**src/rtl/divider_pkg.sv**
```systemverilog
// rtl/divider_pkg.sv - shared divop/state encodings and decode helpers for the divider
package divider_pkg;

  typedef enum logic [1:0] {
    OP_DIV  = 2'd0,
    OP_DIVU = 2'd1,
    OP_REM  = 2'd2,
    OP_REMU = 2'd3
  } divop_e;

  typedef enum logic [1:0] {
    S_IDLE = 2'd0,
    S_CALC = 2'd1,
    S_DONE = 2'd2
  } state_e;

  function automatic logic op_is_rem(input logic [1:0] op);
    return (op == OP_REM) || (op == OP_REMU);
  endfunction

  function automatic logic op_is_signed(input logic [1:0] op);
    return (op == OP_DIV) || (op == OP_REM);
  endfunction

endpackage

```
**src/rtl/divider_en_flop.sv**
```systemverilog
// rtl/divider_en_flop.sv - enable flop with synchronous active-high clear
module divider_en_flop #(
  parameter int WIDTH = 1
) (
  input  logic             clk,
  input  logic             reset,
  input  logic             en,
  input  logic [WIDTH-1:0] d,
  output logic [WIDTH-1:0] q
);

  always_ff @(posedge clk) begin
    if (reset) begin
      q <= '0;
    end else if (en) begin
      q <= d;
    end
  end

endmodule

```
**src/rtl/divider_step.sv**
```systemverilog
// rtl/divider_step.sv - one restoring shift-subtract iteration (combinational)
module div_step #(
  parameter int WIDTH = 32
) (
  input  logic [WIDTH:0]   rem_in,
  input  logic             dvd_bit,
  input  logic [WIDTH-1:0] divisor,
  output logic [WIDTH:0]   rem_out,
  output logic             q_bit
);

  logic [WIDTH+1:0] shifted;
  logic [WIDTH+1:0] trial;

  assign shifted = {rem_in, dvd_bit};
  assign trial   = shifted - {2'b00, divisor};
  // A borrow out of the trial subtract means the divisor did not fit: restore.
  assign q_bit   = ~trial[WIDTH+1];
  assign rem_out = q_bit ? trial[WIDTH:0] : shifted[WIDTH:0];

endmodule

```
**src/rtl/divider.sv**
```systemverilog
// rtl/divider.sv - multi-cycle signed/unsigned restoring divider (IDLE/CALC/DONE)
// Optional DIVIDER_FAST_ZERO_EN: divide-by-zero skips CALC and completes in one cycle.
module divider
  import divider_pkg::*;
#(
  parameter int WIDTH = 32
) (
  input  logic             clk,
  input  logic             reset,
  input  logic             valid,
  input  logic [1:0]       divop,
  input  logic [WIDTH-1:0] op_a,
  input  logic [WIDTH-1:0] op_b,
  output logic             busy,
  output logic             ready,
  output logic [WIDTH-1:0] result
);

  localparam int CAP_W = 2 + WIDTH + WIDTH + 3;

  state_e state, state_next;

  logic             accept, last_iter, fast_zero, work_en, res_en;
  logic             a_neg, b_neg;
  logic [WIDTH-1:0] a_mag, b_mag;
  logic [CAP_W-1:0] cap_d, cap_q;
  logic [1:0]       op_q;
  logic [WIDTH-1:0] a_raw_q, b_mag_q;
  logic             q_neg_q, r_neg_q, b_zero_q;
  logic [WIDTH-1:0] cnt, cnt_d;
  logic [WIDTH-1:0] quo, quo_d, q_fin;
  logic [WIDTH:0]   rem, rem_d, step_rem;
  logic             step_q;
  logic [WIDTH-1:0] res_d, r_fin;

  assign accept = (state == S_IDLE) && valid;

`ifdef DIVIDER_FAST_ZERO_EN
  assign fast_zero = accept && (op_b == '0);
`else
  assign fast_zero = 1'b0;
`endif

  assign a_neg = op_is_signed(divop) & op_a[WIDTH-1];
  assign b_neg = op_is_signed(divop) & op_b[WIDTH-1];
  assign a_mag = a_neg ? -op_a : op_a;
  assign b_mag = b_neg ? -op_b : op_b;

  assign cap_d = {divop, op_a, b_mag, a_neg ^ b_neg, a_neg, op_b == '0};
  assign {op_q, a_raw_q, b_mag_q, q_neg_q, r_neg_q, b_zero_q} = cap_q;

  divider_en_flop #(.WIDTH(CAP_W)) u_cap (
    .clk(clk), .reset(reset), .en(accept), .d(cap_d), .q(cap_q)
  );

  assign work_en   = accept || (state == S_CALC);
  assign last_iter = (state == S_CALC) && (cnt == WIDTH'(WIDTH - 1));
  assign cnt_d     = accept ? '0 : cnt + WIDTH'(1);
  assign quo_d     = accept ? a_mag : {quo[WIDTH-2:0], step_q};
  assign rem_d     = accept ? '0 : step_rem;

  divider_en_flop #(.WIDTH(WIDTH)) u_cnt (
    .clk(clk), .reset(reset), .en(work_en), .d(cnt_d), .q(cnt)
  );

  divider_en_flop #(.WIDTH(WIDTH)) u_quo (
    .clk(clk), .reset(reset), .en(work_en), .d(quo_d), .q(quo)
  );

  divider_en_flop #(.WIDTH(WIDTH + 1)) u_rem (
    .clk(clk), .reset(reset), .en(work_en), .d(rem_d), .q(rem)
  );

  div_step #(.WIDTH(WIDTH)) u_step (
    .rem_in(rem), .dvd_bit(quo[WIDTH-1]), .divisor(b_mag_q),
    .rem_out(step_rem), .q_bit(step_q)
  );

  // Final result is taken from the last iteration's combinational output.
  assign q_fin  = {quo[WIDTH-2:0], step_q};
  assign r_fin  = step_rem[WIDTH-1:0];
  assign res_en = last_iter || fast_zero;

  always_comb begin
    res_d = '0;
    if (fast_zero) begin
      res_d = op_is_rem(divop) ? op_a : '1;
    end else if (b_zero_q) begin
      res_d = op_is_rem(op_q) ? a_raw_q : '1;
    end else if (op_is_rem(op_q)) begin
      res_d = r_neg_q ? -r_fin : r_fin;
    end else begin
      res_d = q_neg_q ? -q_fin : q_fin;
    end
  end

  divider_en_flop #(.WIDTH(WIDTH)) u_res (
    .clk(clk), .reset(reset), .en(res_en), .d(res_d), .q(result)
  );

  always_ff @(posedge clk) begin
    if (reset) begin
      state <= S_IDLE;
    end else begin
      state <= state_next;
    end
  end

  always_comb begin
    state_next = state;
    case (state)
      S_IDLE: if (valid) state_next = fast_zero ? S_DONE : S_CALC;
      S_CALC: if (last_iter) state_next = S_DONE;
      S_DONE: state_next = S_IDLE;
      default: state_next = S_IDLE;
    endcase
  end

  always_comb begin
    busy  = (state != S_IDLE);
    ready = (state == S_DONE);
  end

endmodule

```
**config.mk**
```make
export PLATFORM = sky130hd
export DESIGN_NAME = divider
export DESIGN_NICKNAME = d
export VERILOG_FILES = /design/src/rtl/divider_pkg.sv /design/src/rtl/divider_en_flop.sv /design/src/rtl/divider_step.sv /design/src/rtl/divider.sv
export SDC_FILE = /design/constraint.sdc
export NUM_CORES = 1
export LEC_CHECK = 0
export CORE_MARGIN = 2
export CORE_UTILIZATION = 36
export CTS_CLUSTER_DIAMETER = 200
export DETAILED_ROUTE_END_ITERATION = 8
export PLACE_DENSITY = 0.61
export REMOVE_ABC_BUFFERS = 1
export SETUP_SLACK_MARGIN = 0.05
export SYNTH_ARGS = -nofsm -noshare
export SYNTH_HDL_FRONTEND = slang
export SYNTH_SLANG_ARGS = --single-unit
```
**constraint.sdc**
```tcl
create_clock -name clk -period 5.6 [get_ports clk]
set_input_delay 1.12 -clock clk [delete_from_list [all_inputs] [get_ports clk]]
set_output_delay 1.12 -clock clk [all_outputs]
set_load 0.02 [all_outputs]
```
==> impl_metrics.env, run 1 <==
export IMPL_synth_area_sq_um=13550
export IMPL_switching_power_mw=1.163
export IMPL_cts_setup_buffers=0
export IMPL_antenna_found_initial=0
export IMPL_critical_path_class="reg -> reg"
export IMPL_wirelength_microns=42680
export IMPL_drtIter0Drc=1148
export IMPL_hold_buffers=0
export IMPL_yosys_register_bits=199
export IMPL_switching_share_pct=32.78
export IMPL_drive_gt1_share_pct=5.302
export IMPL_slew_violations=0
export IMPL_crit_fanout=16
export IMPL_slew_headroom_pct=10.05
export IMPL_synth_ff_type="dfxtp_1"
export IMPL_p_int_mw=2.385
export IMPL_grt_use_met3_pct=3.321
export IMPL_io_pins=103
export IMPL_die_w_microns=198.0
export IMPL_vdd_ir_drop_max_uv=194.8
export IMPL_multi_input_area_sq_um=8915
export IMPL_leakagePower_nw=5.618
export IMPL_grt_pass1_vias=12910
export IMPL_clkPwrFrac_pct=36.6
export IMPL_core_sq_um=37400
export IMPL_cts_root_buffer="clkbuf_16"
export IMPL_cts_buffers=17
export IMPL_clock_sinks=199
export IMPL_grt_pass1_wl_microns=68370
export IMPL_worstPathArrival_ns=5.22
export IMPL_grt_start_max_net_pins=97
export IMPL_use_met1_pct=29.40
export IMPL_cap_violations=0
export IMPL_synth_top_area_share_pct=29.41
export IMPL_setup_tns_ns=0
export IMPL_insertion_delay_ns=0.45
export IMPL_power_density_nw_per_um2=228.7
export IMPL_setup_viol=0
export IMPL_ctsResizeCount=0
export IMPL_syn_avg_cell_area_sq_um=7.330
export IMPL_tightest_slew_ns=1.349
export IMPL_start_util_pct=36.22
export IMPL_finClkSkew_ns=0.01426
export IMPL_period_share_pct=87.86
export IMPL_synth_area_leaders="dfxtp_1, nand2_1, nor2_1, a21oi_1, xnor2_1"
export IMPL_placedCellCount=2365
export IMPL_place_congestion=0.8618
export IMPL_num_rows=71
export IMPL_hpwl_microns=31220
export IMPL_nNetsFinal=1980
export IMPL_gr_total_overflow=0
export IMPL_io_buffers=102
export IMPL_fmax_mhz=203.2
export IMPL_wl_per_cell_microns=17.81
export IMPL_htree_levels=4
export IMPL_worstSetupEndpointType="flip-flop"
export IMPL_clk_pin_slew_ns=0.08
export IMPL_busiest_layer="met2"
export IMPL_cts_buffer_depth=2
export IMPL_p_comb_share_pct=20.1
export IMPL_post_route_drc_count=0
export IMPL_cp_start_kind="flip-flop"
export IMPL_vias=13790
export IMPL_fillers=3859
export IMPL_hp_class="reg -> reg"
export IMPL_fin_crit_ns=4.920
export IMPL_ant_nets=0
export IMPL_rsz0062_at_grt="no"
export IMPL_layout_cells_non_filler=2397
export IMPL_seqCellArea_sq_um=3984
export IMPL_die_area_sq_um=39190
export IMPL_grtUsageMet2_pct=35.60
export IMPL_grt_use_total_pct=21.74
export IMPL_via_per_inst=5.755
export IMPL_synthesis_instances=1848
export IMPL_p_seq_share_pct=43.3
export IMPL_final_cell_mix="nand2_1, nor2_1, dfxtp_1"
export IMPL_hold_violations=0
export IMPL_die_h_microns=198.0
export IMPL_synth_largest_area_cell="dfxtp_1"
export IMPL_async_flop_share_pct=0
export IMPL_antenna_cells=0
export IMPL_ys_warn_count=0
export IMPL_ys_types=84
export IMPL_layout_commonest_cell="nand2_1"
export IMPL_yosysSeqAreaShare_pct=29.41
export IMPL_synth_edf_count=0
export IMPL_cts_tree="done"
export IMPL_final_util_pct=41.48
export IMPL_area_growth_pct=14.52
export IMPL_status="finished, final reports clean"
export IMPL_drt_first_pass_iters=5
export IMPL_cp_data_required_time_ns=5.90
## logic make-up (layout without fill, tap and decap cells)
group	Yosys count	after routing	share of synthesized area [%]
AND/OR/NAND/NOR	767	767	25.99
AO/OA/AOI/OAI	531	531	26.55
flip-flops	199	199	29.41
buffers and inverters	172	210	4.969
XOR/XNOR	116	116	7.500
adder cells (fa/ha/maj)	38	38	3.565
multiplexers	25	25	2.014
## cell usage after synthesis, types with 23 or more instances
master and n:
nand2_1 273, a311oi_1 23, a22oi_1 29, clkbuf_1 93, a21oi_1 147, xnor2_1 66
ha_1 37, o31ai_1 24, nor2_1 225, nor3_1 52, o21ai_0 89, inv_1 59
dfxtp_1 199, o211ai_1 26, xor2_1 50, nor4_1 30, a211oi_1 33, nand3_1 43
## cell type report
cell class,count,share of cell area (%)
clock inverter,14,1.129
multi-input combinational,1477,57.47
inverter,60,1.468
clock buffer,18,2.767
timing repair buffer,118,7.364
sequential,199,25.68
tap,511,4.122
## routing by layer
metal  share of wire [%]  vias to the layer above
met2                  46                      422
met5                   0                        -
met3                 5.5                       64
li1                    -                     6707
met4                 2.2                        0
met1                  46                     6601
## registers in the layout, indices dropped and copies added (netlist names)
signal,flops
u_rem.q,33
state,2
u_cnt.q,32
u_cap.q,68
u_res.q,32
u_quo.q,32
## power by group through the flow
stage          Combinational, mW  Clock [mW]  Sequential (mW)
6_report                   0.714        1.30             1.54
4_1_cts                    0.709        1.32             1.53
5_1_grt                    0.795        1.38             1.54
3_5_place_dp               0.706           0             1.57
3_3_place_gp               0.696           0             1.57
2_1_floorplan              0.462           0             1.55
## through the flow
stage / setup slack (ns) / power [mW] / area [sq um] / hold slack (ns)
after floorplan: 0.8392 / 2.013 / 13100 / 0.4258
after global placement: 0.9794 / 2.262 / 14910 / 0.4267
after detailed placement: 0.8006 / 2.274 / 14910 / 0.4337
after CTS: 0.7885 / 3.566 / 15510 / 0.4454
after global routing: 0.1727 / 3.714 / 15510 / 0.4625
final: 0.6799 / 3.547 / 15510 / 0.4401
## worst max-delay path, stage by stage, from the launching register on
cell and delay (ns):
dfxtp_1 0.39, ha_1 0.52, nand2_1 0.12, nor4_1 0.40, o211ai_1 0.28, nand3_2 0.26
mux2i_4 0.59, nor2_4 0.12, mux2i_1 0.29, ha_1 0.26, nand2_1 0.08, nor3_1 0.15
a31oi_1 0.11, nand4b_2 0.36, or2_1 0.31, o31ai_2 0.24, xor2_1 0.17, o22ai_1 0.10
## final timing paths
path	from	to	slack [ns]	depth (start not counted)
worst max-delay path	u_rem.q[12]$_SDFFE_PP0P_	u_res.q[30]$_SDFFE_PP0P_	0.68	17
worst min-delay path	u_res.q[19]$_SDFFE_PP0P_	u_res.q[19]$_SDFFE_PP0P_	0.44	2
worst max register to register	u_rem.q[12]$_SDFFE_PP0P_	u_res.q[30]$_SDFFE_PP0P_	0.68	17
worst min register to register	u_res.q[19]$_SDFFE_PP0P_	u_res.q[19]$_SDFFE_PP0P_	0.44	2
(Power assumes the default switching activity.)
==> inputs of run 2 (changes only) <==
SETUP_SLACK_MARGIN = default   (was 0.05)
==> results of run 2 <==
No change in the layout: final DEF, timing and power equal those of run 1.
==> inputs of run 3 (changes only) <==
GPL_TIMING_DRIVEN = 0   (was default)
==> run 3 against run 2 <==
Cell count stayed put. First-iteration DRC count is 7.4% lower. Clock-buffer cell count stayed put. Largest power group unchanged.
==> impl_metrics.env, run 3 (synthesis results as in run 1) <==
export IMPL_status="finished, final reports clean"
export IMPL_slew_violations=0
export IMPL_period_share_pct=92.33
export IMPL_antenna_found_initial=0
export IMPL_gr_total_overflow=0
export IMPL_nNetsFinal=1980
export IMPL_worstSetupEndpointType="flip-flop"
export IMPL_drive_gt1_share_pct=5.567
export IMPL_regToRegSetupSlack_ns=0.43
export IMPL_final_cell_mix="nand2_1, nor2_1, dfxtp_1"
export IMPL_cts_buffer_depth=2
export IMPL_tightest_slew_ns=1.195
export IMPL_io_pins=103
export IMPL_timing_critical_path_to="u_res.q[26]$_SDFFE_PP0P_"
export IMPL_leakagePower_nw=5.650
export IMPL_crit_fanout=44
export IMPL_place_congestion=0.8557
export IMPL_ant_nets=0
export IMPL_setup_tns_ns=0
export IMPL_finish_instance_area_sq_um=15630
export IMPL_start_util_pct=36.22
export IMPL_power_total_mw=3.555
export IMPL_rsz0062_at_grt="no"
export IMPL_switching_power_mw=1.152
export IMPL_power_density_nw_per_um2=227.5
export IMPL_slew_headroom_pct=20.18
export IMPL_antenna_cells=0
export IMPL_area_growth_pct=15.37
export IMPL_post_route_drc_count=0
export IMPL_placedCellCount=2358
export IMPL_r2r_start="u_rem.q[12]$_SDFFE_PP0P_"
export IMPL_finClkSkew_ns=0.01604
export IMPL_clkPwrFrac_pct=36.4
export IMPL_cts_tree="done"
export IMPL_hold_buffers=0
export IMPL_p_int_mw=2.403
export IMPL_die_w_microns=198.0
export IMPL_htree_levels=4
export IMPL_grt_start_max_net_pins=108
export IMPL_wl_per_cell_microns=17.56
export IMPL_r2r_end="u_res.q[26]$_SDFFE_PP0P_"
export IMPL_drt_first_pass_iters=5
export IMPL_postPlaceCellArea_sq_um=14970
export IMPL_largest_reg_flops=68
export IMPL_switching_share_pct=32.41
export IMPL_hp_class="reg -> reg"
export IMPL_critical_path_class="reg -> reg"
export IMPL_drtIter0Drc=1063
export IMPL_fillers=3831
export IMPL_layout_commonest_cell="nand2_1"
export IMPL_wirelength_microns=42090
export IMPL_cts_buffers=17
export IMPL_hold_violations=0
export IMPL_clk_pin_slew_ns=0.08
export IMPL_fmax_mhz=193.4
export IMPL_top_regs="u_cap.q: 68 flops, u_rem.q: 33 flops"
export IMPL_core_sq_um=37400
export IMPL_io_buffers=102
export IMPL_p_seq_share_pct=43.3
export IMPL_cp_start_kind="flip-flop"
export IMPL_crit_start="u_rem.q[12]$_SDFFE_PP0P_"
export IMPL_cts_root_buffer="clkbuf_16"
export IMPL_grt_pass1_wl_microns=67320
export IMPL_layout_cells_non_filler=2397
export IMPL_grt_pass1_vias=12540
export IMPL_worstPathArrival_ns=5.48
export IMPL_setup_viol=0
export IMPL_die_area_sq_um=39190
export IMPL_cp_data_required_time_ns=5.91
export IMPL_vdd_ir_drop_max_uv=206.0
export IMPL_vias=13660
export IMPL_num_rows=71
export IMPL_insertion_delay_ns=0.46
export IMPL_regMostFlops="u_cap.q"
export IMPL_die_h_microns=198.0
export IMPL_fin_crit_ns=5.170
export IMPL_reg2regPathDepth=18
export IMPL_grt_use_total_pct=21.45
export IMPL_cap_violations=0
export IMPL_hpwl_microns=30520
export IMPL_clock_sinks=199
export IMPL_via_per_inst=5.699
export IMPL_p_comb_share_pct=20.3
-- run 3: how the worst min path moves through the flow --
stage,depth (start not counted),start,endpoint
after floorplan,2,u_cap.q[34]$_SDFFE_PP0P_,u_cap.q[34]$_SDFFE_PP0P_
after global placement,2,u_res.q[7]$_SDFFE_PP0P_,u_res.q[7]$_SDFFE_PP0P_
after detailed placement,2,u_res.q[19]$_SDFFE_PP0P_,u_res.q[19]$_SDFFE_PP0P_
after CTS,2,u_res.q[19]$_SDFFE_PP0P_,u_res.q[19]$_SDFFE_PP0P_
after global routing,2,u_cap.q[51]$_SDFFE_PP0P_,u_cap.q[51]$_SDFFE_PP0P_
final,2,u_res.q[19]$_SDFFE_PP0P_,u_res.q[19]$_SDFFE_PP0P_
-- run 3: critical path, cell delays in order (launching register included) --
cell and delay [ns]:
dfxtp_1 0.40, ha_1 0.54, nand2_1 0.13, nor4_1 0.42, o211ai_1 0.28, nand3_2 0.26
mux2i_4 0.51, nor2_4 0.08, inv_6 0.29, ha_1 0.26, nor2b_1 0.25, nand2_1 0.22
or3_1 0.49, o21ai_0 0.24, xnor2_1 0.09, o22ai_1 0.23, nor2_1 0.07, a21oi_1 0.18
a211oi_2 0.05
-- run 3: what timing repair did --
item / 4_1_cts / 5_1_grt
gates cloned: 1 / 0
pin swaps: 1 / 0
resized for setup: 0 / 2
setup buffers: 2 / 4
endpoints found under the setup margin: 12 / 8
-- run 3: per-stage QoR --
stage	hold WS (ns)	setup WS, ns	utilization, %
global route	0.4746	0.0008797	41.79
floorplan	0.4258	0.8392	-
global placement	0.4302	-4.723	39.47
detailed placement	0.4345	-0.4225	40.04
finish	0.4449	0.4296	41.79
CTS	0.4454	0.2208	41.68
-- run 3: layout make-up --
cell class	count	area (sq um)	share of cell area, %
Timing Repair Buffer	117	1240	7.934
Clock buffer	18	439.2	2.810
Sequential cell	199	3985	25.50
Multi-Input combinational cell	1478	8940	57.21
Inverter	60	230.2	1.473
Clock inverter	14	153.9	0.9848
Tap cell	511	639.4	4.091
-- run 3: power groups by stage --
| stage | clock network [mW] | logic [mW] | registers, mW |
|---|---|---|---|
| 2_1_floorplan | 0 | 0.462 | 1.55 |
| 3_3_place_gp | 0 | 0.692 | 1.57 |
| 3_5_place_dp | 0 | 0.710 | 1.57 |
| 4_1_cts | 1.32 | 0.713 | 1.54 |
| 5_1_grt | 1.37 | 0.800 | 1.55 |
| 6_report | 1.29 | 0.721 | 1.54 |
-- run 3: routing by layer --
| metal | up-vias | routed length (microns) | global-route usage (%) |
|---|---|---|---|
| li1 | 6697 | - | - |
| met1 | 6547 | 19600 | 28.86 |
| met5 | - | 0 | 0 |
| met3 | 48 | 2255 | 3.100 |
| met2 | 369 | 19480 | 35.75 |
| met4 | 0 | 754 | 5.904 |
